File: config.mk
export PLATFORM = sky130hd
export DESIGN_NAME = reducer_input_arbiter
export DESIGN_NICKNAME = d
export VERILOG_FILES = /design/src/rtl/reducer_input_arbiter_pkg.sv /design/src/rtl/mr_sync_fifo.sv /design/src/rtl/reducer_input_arbiter.sv
export SDC_FILE = /design/constraint.sdc
export NUM_CORES = 1
export LEC_CHECK = 0
export ABC_AREA = 1
export BUFFER_PORTS_ARGS = -buffer_cell sky130_fd_sc_hd__buf_2
export CORE_MARGIN = 3
export CORE_UTILIZATION = 23
export CTS_CLUSTER_DIAMETER = 120
export DETAILED_ROUTE_END_ITERATION = 6
export SLEW_MARGIN = 20
export SYNTH_ARGS = -nofsm -noshare
export SYNTH_HDL_FRONTEND = slang
export SYNTH_SLANG_ARGS = --single-unit
File: constraint.sdc
create_clock -name clock -period 4.34 [get_ports clock]
set_input_delay 0.868 -clock clock [delete_from_list [all_inputs] [get_ports clock]]
set_output_delay 0.868 -clock clock [all_outputs]
set_load 0.1 [all_outputs]
File: src/rtl/reducer_input_arbiter_pkg.sv
`default_nettype none
// ============================================================================
//  Module      : reducer_input_arbiter_pkg
//  Description : Shared widths, helper functions and FSM state encoding for
//                the reducer input arbiter and its record FIFO.
//  Revision    : 1.0 - initial release
// ============================================================================
package reducer_input_arbiter_pkg;

    localparam int c_DEFAULT_KEY_WIDTH   = 32;
    localparam int c_DEFAULT_VALUE_WIDTH = 32;

    // Ceiling log2; clog2(1) = 0
    function automatic int clog2(input int value);
        int r;
        r = 0;
        while ((1 << r) < value) begin
            r = r + 1;
        end
        return r;
    endfunction

    // Index width with a floor of one bit, used for dest and pointer fields
    function automatic int idx_width(input int value);
        return (clog2(value) < 1) ? 1 : clog2(value);
    endfunction

    typedef enum logic [0:0] {
        ST_ARB = 1'b0,
        ST_ACK = 1'b1
    } arb_state_t;

endpackage
`default_nettype wire

File: src/rtl/mr_sync_fifo.sv
`default_nettype none
// ============================================================================
//  Module      : mr_sync_fifo
//  Description : Show-ahead synchronous FIFO. Head data is visible on o_data
//                whenever o_empty is low; a pop advances to the next entry.
//                Pushes while full and pops while empty are ignored.
//  Revision    : 1.0 - initial release
// ============================================================================
module mr_sync_fifo
    import reducer_input_arbiter_pkg::*;
#(
    parameter int WIDTH = 64,
    parameter int DEPTH = 4
) (
    input  logic             clock,
    input  logic             reset,
    input  logic             i_push,
    input  logic [WIDTH-1:0] i_data,
    input  logic             i_pop,
    output logic [WIDTH-1:0] o_data,
    output logic             o_full,
    output logic             o_empty
);

    localparam int c_AW = clog2(DEPTH);
    localparam int c_CW = c_AW + 1;

    logic [WIDTH-1:0] r_mem [DEPTH];
    logic [c_AW-1:0]  r_wr_ptr;
    logic [c_AW-1:0]  r_rd_ptr;
    logic [c_CW-1:0]  r_count;
    logic             w_do_push;
    logic             w_do_pop;

    assign o_full    = (r_count == c_CW'(DEPTH));
    assign o_empty   = (r_count == '0);
    assign w_do_push = i_push && !o_full;
    assign w_do_pop  = i_pop && !o_empty;
    assign o_data    = r_mem[r_rd_ptr];

    // Storage array; contents need no reset since o_empty qualifies the head
    always_ff @(posedge clock) begin
        if (w_do_push) begin
            r_mem[r_wr_ptr] <= i_data;
        end
    end

    // Read/write pointers wrap naturally (DEPTH is a power of two)
    always_ff @(posedge clock or posedge reset) begin
        if (reset) begin
            r_wr_ptr <= '0;
            r_rd_ptr <= '0;
            r_count  <= '0;
        end else begin
            if (w_do_push) begin
                r_wr_ptr <= r_wr_ptr + c_AW'(1);
            end
            if (w_do_pop) begin
                r_rd_ptr <= r_rd_ptr + c_AW'(1);
            end
            case ({w_do_push, w_do_pop})
                2'b10:   r_count <= r_count + c_CW'(1);
                2'b01:   r_count <= r_count - c_CW'(1);
                default: r_count <= r_count;
            endcase
        end
    end

endmodule
`default_nettype wire

File: src/rtl/reducer_input_arbiter.sv
`default_nettype none
// ============================================================================
//  Module      : reducer_input_arbiter
//  Description : Reducer front end. Filters partitioner offers addressed to
//                this reducer, grants one round-robin every other cycle,
//                buffers the record in a show-ahead FIFO and returns a
//                one-cycle ack to the winner. Counts accepted records.
//  Revision    : 1.0 - initial release
// ============================================================================
module reducer_input_arbiter
    import reducer_input_arbiter_pkg::*;
#(
    parameter int NUM_OF_PARTITIONERS = 3,
    parameter int NUM_OF_REDUCERS     = 2,
    parameter int REDUCER_ID          = 0,
    parameter int KEY_WIDTH           = c_DEFAULT_KEY_WIDTH,
    parameter int VALUE_WIDTH         = c_DEFAULT_VALUE_WIDTH,
    parameter int FIFO_DEPTH          = 4
) (
    input  logic                                                     clock,
    input  logic                                                     reset,
    input  logic [NUM_OF_PARTITIONERS-1:0]                           i_valid,
    input  logic [NUM_OF_PARTITIONERS*idx_width(NUM_OF_REDUCERS)-1:0] i_dest,
    input  logic [NUM_OF_PARTITIONERS*KEY_WIDTH-1:0]                 i_key,
    input  logic [NUM_OF_PARTITIONERS*VALUE_WIDTH-1:0]               i_value,
    output logic [NUM_OF_PARTITIONERS-1:0]                           o_ack,
    output logic                                                     o_valid,
    output logic [KEY_WIDTH-1:0]                                     o_key,
    output logic [VALUE_WIDTH-1:0]                                   o_value,
    input  logic                                                     i_ready,
    output logic                                                     o_full,
    output logic [15:0]                                              o_accepted
);

    localparam int c_N  = NUM_OF_PARTITIONERS;
    localparam int c_DW = idx_width(NUM_OF_REDUCERS);
    localparam int c_PW = idx_width(NUM_OF_PARTITIONERS);
    localparam int c_RW = KEY_WIDTH + VALUE_WIDTH;

    arb_state_t             r_state;
    arb_state_t             w_state_nxt;
    logic [c_N-1:0]         r_ack;
    logic [c_PW-1:0]        r_ptr;
    logic [15:0]            r_accepted;

    logic [c_N-1:0]         w_req;
    logic                   w_found;
    logic [c_PW-1:0]        w_winner;
    logic                   w_grant;
    logic [KEY_WIDTH-1:0]   w_key_sel;
    logic [VALUE_WIDTH-1:0] w_val_sel;
    logic [c_RW-1:0]        w_head;
    logic                   w_full;
    logic                   w_empty;
    logic                   w_pop;

    // A partitioner requests only when its destination names this reducer
    generate
        for (genvar p = 0; p < c_N; p++) begin : g_req
            assign w_req[p] = i_valid[p] &&
                              (i_dest[p*c_DW +: c_DW] == c_DW'(REDUCER_ID));
        end
    endgenerate

    // Round-robin search: first request at or after ptr+1, wrapping
    always_comb begin
        int v_idx;
        w_found  = 1'b0;
        w_winner = '0;
        v_idx    = 0;
        for (int i = 1; i <= c_N; i++) begin
            v_idx = (int'(r_ptr) + i) % c_N;
            if (!w_found && w_req[c_PW'(v_idx)]) begin
                w_found  = 1'b1;
                w_winner = c_PW'(v_idx);
            end
        end
    end

    // Record mux selecting the winner's key/value slice
    always_comb begin
        w_key_sel = '0;
        w_val_sel = '0;
        for (int p = 0; p < c_N; p++) begin
            if (w_winner == c_PW'(p)) begin
                w_key_sel = i_key[p*KEY_WIDTH +: KEY_WIDTH];
                w_val_sel = i_value[p*VALUE_WIDTH +: VALUE_WIDTH];
            end
        end
    end

    // Next-state logic; a full FIFO blocks the grant even if a pop coincides
    always_comb begin
        w_state_nxt = r_state;
        w_grant     = 1'b0;
        case (r_state)
            ST_ARB: begin
                if (w_found && !w_full) begin
                    w_grant     = 1'b1;
                    w_state_nxt = ST_ACK;
                end
            end
            ST_ACK: begin
                w_state_nxt = ST_ARB;
            end
            default: begin
                w_state_nxt = ST_ARB;
            end
        endcase
    end

    // State register
    always_ff @(posedge clock or posedge reset) begin
        if (reset) begin
            r_state <= ST_ARB;
        end else begin
            r_state <= w_state_nxt;
        end
    end

    // Ack pulse, round-robin pointer and saturating accept counter
    always_ff @(posedge clock or posedge reset) begin
        if (reset) begin
            r_ack      <= '0;
            r_ptr      <= c_PW'(c_N - 1);
            r_accepted <= '0;
        end else begin
            r_ack <= w_grant ? (c_N'(1) << w_winner) : '0;
            if (w_grant) begin
                r_ptr <= w_winner;
                if (r_accepted != 16'hFFFF) begin
                    r_accepted <= r_accepted + 16'd1;
                end
            end
        end
    end

    assign w_pop = i_ready && !w_empty;

    mr_sync_fifo #(
        .WIDTH (c_RW),
        .DEPTH (FIFO_DEPTH)
    ) u_fifo (
        .clock   (clock),
        .reset   (reset),
        .i_push  (w_grant),
        .i_data  ({w_key_sel, w_val_sel}),
        .i_pop   (w_pop),
        .o_data  (w_head),
        .o_full  (w_full),
        .o_empty (w_empty)
    );

    assign o_ack      = r_ack;
    assign o_valid    = !w_empty;
    assign o_key      = w_head[c_RW-1 -: KEY_WIDTH];
    assign o_value    = w_head[VALUE_WIDTH-1:0];
    assign o_full     = w_full;
    assign o_accepted = r_accepted;

endmodule
`default_nettype wire

==> results of run 1 <==
==> critical path: stages (launching register included) <==
cell	delay [ps]
dfrtp_4	650
inv_4	370
buf_4	420
o21ai_0	130
o22ai_1	210
buf_2	480
==> metal layers <==
metal	track usage, %	share of wire (%)	vias to the layer above
li1	-	-	4578
met1	14.9	43	4617
met2	20.1	48	298
met5	0	0.037	-
met4	4.20	2.3	2
met3	2.47	6.3	52
==> through the flow <==
step	TNS, ps	area [sq um]	util (%)	hold WS [ps]
global placement	0	14600	27.5	492
CTS	0	15700	29.6	360
detailed placement	0	14600	27.5	494
global route	0	15700	29.6	411
finish	0	15700	29.6	379
floorplan	-115340	12500	-	469
==> placed cells by master (no fill, tap or decap), types with 2 or more instances in the layout <==
cell type	synthesis	layout
buf_2	20	285
edfxtp_1	256	256
nand2_1	188	186
nand3_1	152	152
nor2_1	147	143
o21ai_0	136	136
o22ai_1	64	64
clkbuf_16	0	34
inv_1	30	29
dfrtp_1	28	26
buf_4	2	15
xnor2_1	12	12
ha_1	10	10
clkinv_1	1	10
nor3_1	6	6
xor2_1	6	6
nand3b_1	5	5
nand4_1	5	5
inv_2	3	4
nor2_4	0	4
inv_6	0	4
clkinv_2	0	4
buf_12	0	4
o21ai_1	3	3
a21oi_1	3	3
bufinv_16	0	3
nand2_4	0	2
clkinvlp_4	0	2
==> cells by family after synthesis <==
logic type                 synth area share, %
xor gates and xnor gates                  1.26
adders and majority gates                 1.16
DFF                                       67.5
and+or+nand+nor                           17.1
AOI/OAI and AO/OA                         8.91
buffers and inverters                     4.08
==> cell type report <==
class                      count  area [sq um]
sequential                   285          8420
multi-input combinational    740          3590
tap                          688           861
clock inverter                25           223
antenna                        1          2.50
fill                        5423         37400
timing repair buffer         304          1620
clock buffer                  35           855
inverter                      34           130
==> registers in the layout, indices dropped and copies added (netlist names) <==
signal	count
u_fifo.r_mem	256
o_accepted	16
o_ack	3
u_fifo.r_count	3
r_ptr	2
u_fifo.r_rd_ptr	2
u_fifo.r_wr_ptr	2
r_state	1
==> worst paths after layout <==
kind	end	depth (start not counted)	start
max in group asynchronous	r_ptr[1]	3	reset
max reg2reg	u_fifo.r_count[2]	13	r_ptr[0]
min reg2reg	u_fifo.r_count[0]	1	u_fifo.r_count[0]
max	o_key[30]	5	u_fifo.r_rd_ptr[0]
min in group clock	u_fifo.r_count[0]	1	u_fifo.r_count[0]
min	o_accepted[2]	2	reset
==> metrics.txt, run 1 <==
DR WL/cell 16.6 microns; area of the mapped netlist 0.0125 sq mm; initial antenna violation count 1; unrepaired setup endpoints after global routing no; HPWL Detailed 22,400 microns; Yosys warning count 0; Worst R2R Setup Slack 1100 ps; # rows 84; gr usage total 11.8%; core area 0.0531 sq mm; Reg clk slew, reported paths 60 ps; status finished clean; largest net degree at the start of global routing 69; setup violators final 0; routed vias 9,547; Die H 239 microns; Synth async-reset ratio 10.2%; Req. time, crit path 3470 ps; synthesized instance count 1,132; clk_skew 15.2 ps; drt pass-1 iters 7; max cap viols 0; Max Freq 270 MHz; WP data arrival 2840 ps; layout net count 1,611; initial DRC count 485; Die ar. 0.0570 sq mm; relative slew slack 37.5%; synthesized flop and latch total 285; leading area contributor after synthesis edfxtp_1; Vias/cell 4.52; area growth from synthesis to layout 25.9%; final hold violation count 0; Clock Sinks 285; cells taking the most area after synthesis edfxtp_1, nand3_1, nand2_1; Root Driver clkbuf_16; Worst setup EP type output pin; clk_lat worst skew 530 ps; register area share after synthesis 67.5%; layout cell share with drive strength beyond 1 25.9%; CTS Hold Bufs 0; hold crit path type in -> async; CTS resizes 0; min Tclk post-route 3710 ps; Max H-tree Level 2; period utilisation layout 85.4%; Synth Flop Type edfxtp_1; post-route ant nets 0; Post-synth EDFFs 256; Synth top area share 61.6%; dpl ws 881 ps; TritonCTS clock tree done; post-route setup slack 635 ps; syn avg cell area 11.0 sq um; Clock Path Buffers 3; IO Count 286; gr ovfl total 0; Die Wd 239 microns; top-count cell post-synth edfxtp_1; total CTS buffers 34; Routed WL 35,000 microns; Finished Layout Cells 2,112; Crit Path Class reg -> out; Inst Count DP 2,051; DRC 0; synth cell count leaders edfxtp_1, nand2_1, nand3_1; synthesized net count 1,344; initial core utilization 23.5%; Slew Viols, Final 0; post-synth cell types 27; first-pass GRT wire length 52,200 microns; Worst Setup Start Kind flip-flop; Worst Path Max Fanout 34; port bufs 285; number of global-route vias before repair 9,257; Post-CTS Setup Inserts 0; measured slew at the worst slew-check pin 938 ps; Placer Congestion 0.835
Power of run 1 is left out: the tool's default activity adds up to more than one toggle a clock period on the data nets, which glitch-free logic cannot reach.
==> run 2, diff against run 1 <==
--- a/config.mk
+++ b/config.mk
@@ -7,8 +7,9 @@
 export LEC_CHECK = 0
 export ABC_AREA = 1
 export BUFFER_PORTS_ARGS = -buffer_cell sky130_fd_sc_hd__buf_2
-export CORE_MARGIN = 3
+export CORE_MARGIN = 2
 export CORE_UTILIZATION = 23
+export CTS_BUF_LIST = sky130_fd_sc_hd__clkbuf_4
 export CTS_CLUSTER_DIAMETER = 120
 export DETAILED_ROUTE_END_ITERATION = 6
 export SLEW_MARGIN = 20
==> run 2 against run 1 <==
  * Register-to-register slack improved by 30 ps
  * Sequential cell count did not move
  * Cell area shrank 0.33%
  * Maximum frequency grew 0.50%
  * Count of clock-buffer cells in the layout grew 75
  * Non-clock buffer count stayed put
  * Final cell count up 4.1%
  * First-iteration DRC count decreased by 1.6%
  * Routed wire length is 1.3% higher
  * Via count grew 3.2%
  * Critical endpoint is now o_value[1]
  * Largest cell class unchanged
==> metrics.txt, run 2 (synthesis results as in run 1) <==
R2R Path End u_fifo.r_mem[3][26]; status finished clean; Die ar. 0.0561 sq mm; max cap viols 0; layout net count 1,656; initial DRC count 477; WP data arrival 2820 ps; IO Count 286; area growth from synthesis to layout 25.5%; hold crit path type in -> async; Max H-tree Level 3; largest net degree at the start of global routing 130; post-route ant nets 0; reg-to-reg critical path startpoint r_ptr[1]; DR WL/cell 16.1 microns; Largest register FFs 256; Die Wd 237 microns; met2 WL post-DR 17,200 microns; Slew Viols, Final 0; measured slew at the worst slew-check pin 842 ps; routed vias 9,855; Placer Congestion 0.816; Post-CTS Setup Inserts 0; setup violators final 0; Req. time, crit path 3470 ps; number of global-route vias before repair 9,821; Worst setup EP type output pin; gr usage total 12.6%; crit path cell chain buf_4, o21ai_0, o22ai_1, buf_2; Crit Path Class reg -> out; Max Freq 271 MHz; drt pass-1 iters 5; Top Metal Used met4; Clock Path Buffers 3; gr ovfl total 0; Root Driver clkbuf_4; # rows 85; initial antenna violation count 1; DRC 0; core area 0.0537 sq mm; period utilisation layout 85.0%; Top reg by flops u_fifo.r_mem; Worst Setup Start Kind flip-flop; TritonCTS clock tree done; min Tclk post-route 3690 ps; HPWL Detailed 21,800 microns; Routed WL 35,400 microns; reg2reg path depth 14; most frequent cells in the layout buf_2, edfxtp_1, nand2_1, nand3_1, nor2_1; unrepaired setup endpoints after global routing no; CTS Hold Bufs 0; Vias/cell 4.48; wl on met1 15,000 microns; final hold violation count 0; clk_skew 49.7 ps; slowest library cell on the worst path buf_4; clk_lat worst skew 770 ps; initial core utilization 23.2%; # fillers 5,531; Die H 237 microns; relative slew slack 43.9%; Worst R2R Setup Slack 1130 ps; Reg clk slew, reported paths 70 ps; Finished Layout Cells 2,199; layout cell share with drive strength beyond 1 29.4%; met3 WL post-DR 2350 microns; Crit path largest cell delay 650 ps; Clock Sinks 285; most common cell after layout, fill and taps aside buf_2; first-pass GRT wire length 53,900 microns; port bufs 285; CTS resizes 0; Inst Count DP 2,059; Worst Path Max Fanout 65; total CTS buffers 79
-- run 2: changes by cell type in the layout (fill, tap and decap cells not counted), moves of 3 or more --
cell       previous run  this run
clkbuf_16            34         0
clkbuf_4              0       110
clkinv_1             10        15
diode_2               1         4
inv_6                 4         1
-- run 2: critical path: cells and delay by family (launching register included) --
kind | cells | cell delay (ps)
DFF | 1 | 370
AOI/OAI and AO/OA | 2 | 520
buffers and inverters | 2 | 1140
-- run 2: worst max-delay path by stage --
stage,startpoint,cells past startpoint,end
2_1_floorplan,i_dest[1],9,u_fifo.r_mem[0][0]
3_3_place_gp,i_dest[2],13,u_fifo.r_count[2]
3_5_place_dp,i_dest[1],12,u_fifo.r_mem[3][26]
4_1_cts,u_fifo.r_rd_ptr[1],4,o_key[24]
5_1_grt,u_fifo.r_rd_ptr[1],4,o_key[24]
6_report,u_fifo.r_rd_ptr[1],4,o_value[1]
-- run 2: per-stage QoR --
step / utilization [%] / hold WS [ps] / instance area [sq um] / setup WS, ps / TNS [ps]
5_1_grt: 29.1 / 200 / 15600 / 364 / 0
3_5_place_dp: 27.2 / 494 / 14600 / 977 / 0
2_1_floorplan: - / 469 / 12500 / -451 / -115340
6_report: 29.1 / 242 / 15700 / 653 / 0
3_3_place_gp: 27.2 / 488 / 14600 / 1010 / 0
4_1_cts: 29.1 / 140 / 15600 / 437 / 0
-- run 2: routing by layer --
layer,global-route usage (%),vias up
li1,-,4712
met1,15.0,4783
met2,21.1,308
met3,3.44,52
met4,5.60,0
met5,0,-
-- run 2: area by class of cell --
| cell class | instances | area (sq um) | area share (%) |
|---|---|---|---|
| clock buffer | 110 | 826 | 5.28 |
| clock inverter | 26 | 195 | 1.25 |
| inverter | 34 | 130 | 0.831 |
| tap | 696 | 871 | 5.56 |
| multi-input combinational | 740 | 3590 | 23.0 |
| antenna | 4 | 10.0 | 0.0640 |
| timing repair buffer | 304 | 1610 | 10.3 |
| sequential | 285 | 8420 | 53.8 |
Power of run 2 is left out for the same reason.
==> run 3, diff against run 2 <==
==> constraint.sdc (replaced) <==
create_clock -name clock -period 3.75 [get_ports clock]
set_input_delay 0.75 -clock clock [delete_from_list [all_inputs] [get_ports clock]]
set_output_delay 0.75 -clock clock [all_outputs]
set_load 0.1 [all_outputs]
==> run 3 against run 2 <==
  * Sequential share of layout area is 0.10 points lower
  * First-iteration DRC count is 18% higher
  * Cell area is 0.19% higher
  * Worst hold slack worse by 110 ps
  * Sequential cell count stayed put
  * Utilization is 0.056 points higher
  * Via count is 0.68% higher
  * Critical endpoint is now o_value[31]
  * Final cell count is 0.14% lower
  * Critical path depth stayed put
  * Largest cell class unchanged
  * Count of clock-buffer cells in the layout is 8 higher
  * Non-clock buffer count is 5 higher
==> metrics.txt, run 3 (synthesis results as in run 1) <==
Vias/cell 4.52; status finished clean; CTS Hold Bufs 0; Largest register FFs 256; Die Wd 237 microns; dpl ws 700 ps; Max Freq 288 MHz; DR WL/cell 16.5 microns; Clock Sinks 285; Worst Path Max Fanout 129; routed vias 9,922; Worst setup EP type output pin; min Tclk post-route 3470 ps; total CTS buffers 77; WP data arrival 2720 ps; initial DRC count 565; Req. time, crit path 3000 ps; area of the multi-input gates 0.00360 sq mm; final hold violation count 0; post-place instance area 0.0147 sq mm; gr usage total 12.8%; drt pass-1 iters 5; area growth from synthesis to layout 25.7%; port bufs 285; measured slew at the worst slew-check pin 1010 ps; fin area 0.0157 sq mm; largest net degree at the start of global routing 130; Routed WL 36,300 microns; TritonCTS clock tree done; # fillers 5,564; unrepaired setup endpoints after global routing no; Slew Viols, Final 0; layout cell share with drive strength beyond 1 30.0%; DRC 0; gr ovfl total 0; number of global-route vias before repair 9,862; clk_lat worst skew 780 ps; Top reg by flops u_fifo.r_mem; relative slew slack 32.9%; period utilisation layout 92.5%; post-route setup slack 282 ps; first-pass GRT wire length 55,000 microns; # rows 85; hold crit path type in -> async; max cap viols 0; Reg clk slew, reported paths 70 ps; crit path cell chain buf_12, o21ai_0, o22ai_1, buf_2; FF+latch area 0.00842 sq mm; CTS resizes 0; Root Driver clkbuf_4; HPWL Detailed 22,800 microns; Worst Setup Start Kind flip-flop; Placer Congestion 0.868; initial core utilization 23.2%; initial antenna violation count 2; Crit Path Class reg -> out; IO Count 286; Clock Path Buffers 3; Crit path largest cell delay 510 ps; Die ar. 0.0561 sq mm; core area 0.0537 sq mm; Post-CTS Setup Inserts 0; setup violators final 0; layout net count 1,659; most common cell after layout, fill and taps aside buf_2; clk_skew 61.9 ps; most frequent cells in the layout buf_2, edfxtp_1, nand2_1, nand3_1, nor2_1; Max H-tree Level 3; post-route ant nets 0; Die H 237 microns; slowest library cell on the worst path buf_2
-- run 3: metal layers --
metal / track usage, % / vias up / part of all wire (%)
li1: - / 4723 / -
met5: 0 / - / 0.019
met1: 15.4 / 4789 / 42
met4: 5.22 / 2 / 2.1
met2: 21.3 / 355 / 48
met3: 3.99 / 53 / 7.4
-- run 3: metrics by stage --
step	TNS (ps)	util (%)	hold slack, ps	std cells
finish	0	29.2	132	2196
global route	0	29.2	128	2196
CTS	0	29.2	43.8	2194
detailed placement	0	27.3	505	2064
global placement	0	27.3	509	2064
floorplan	-236640	-	486	1132
-- run 3: final cells by class --
cell class / count / area share, %
repair buffers: 309 / 10.6
flip-flops and latches: 285 / 53.7
multi-input cells: 740 / 22.9
clock buffers: 118 / 5.65
well taps: 696 / 5.55
inverters: 34 / 0.846
clock inverters: 12 / 0.638
diodes: 2 / 0.0319
-- run 3: critical path, delay by kind of cell (launching register included) --
family | cells | cell delay, ps
buffers and inverters | 2 | 980
AO/OA/AOI/OAI | 2 | 490
flip-flops | 1 | 450
-- run 3: path summary, 6_finish.rpt --
| kind | cells past startpoint | slack, ps | from | endpoint |
|---|---|---|---|---|
| hold reg to reg | 1 | 510 | u_fifo.r_count[0] | u_fifo.r_count[0] |
| setup / recovery | 4 | 280 | u_fifo.r_rd_ptr[0] | o_value[31] |
| min in group clock | 3 | 360 | i_value[72] | u_fifo.r_mem[3][8] |
| setup reg to reg | 11 | 660 | r_ptr[0] | u_fifo.r_mem[2][50] |
| max in group asynchronous | 3 | 2920 | reset | o_accepted[11] |
| hold / removal | 2 | 130 | reset | o_accepted[2] |
Power of run 3 is left out for the same reason.
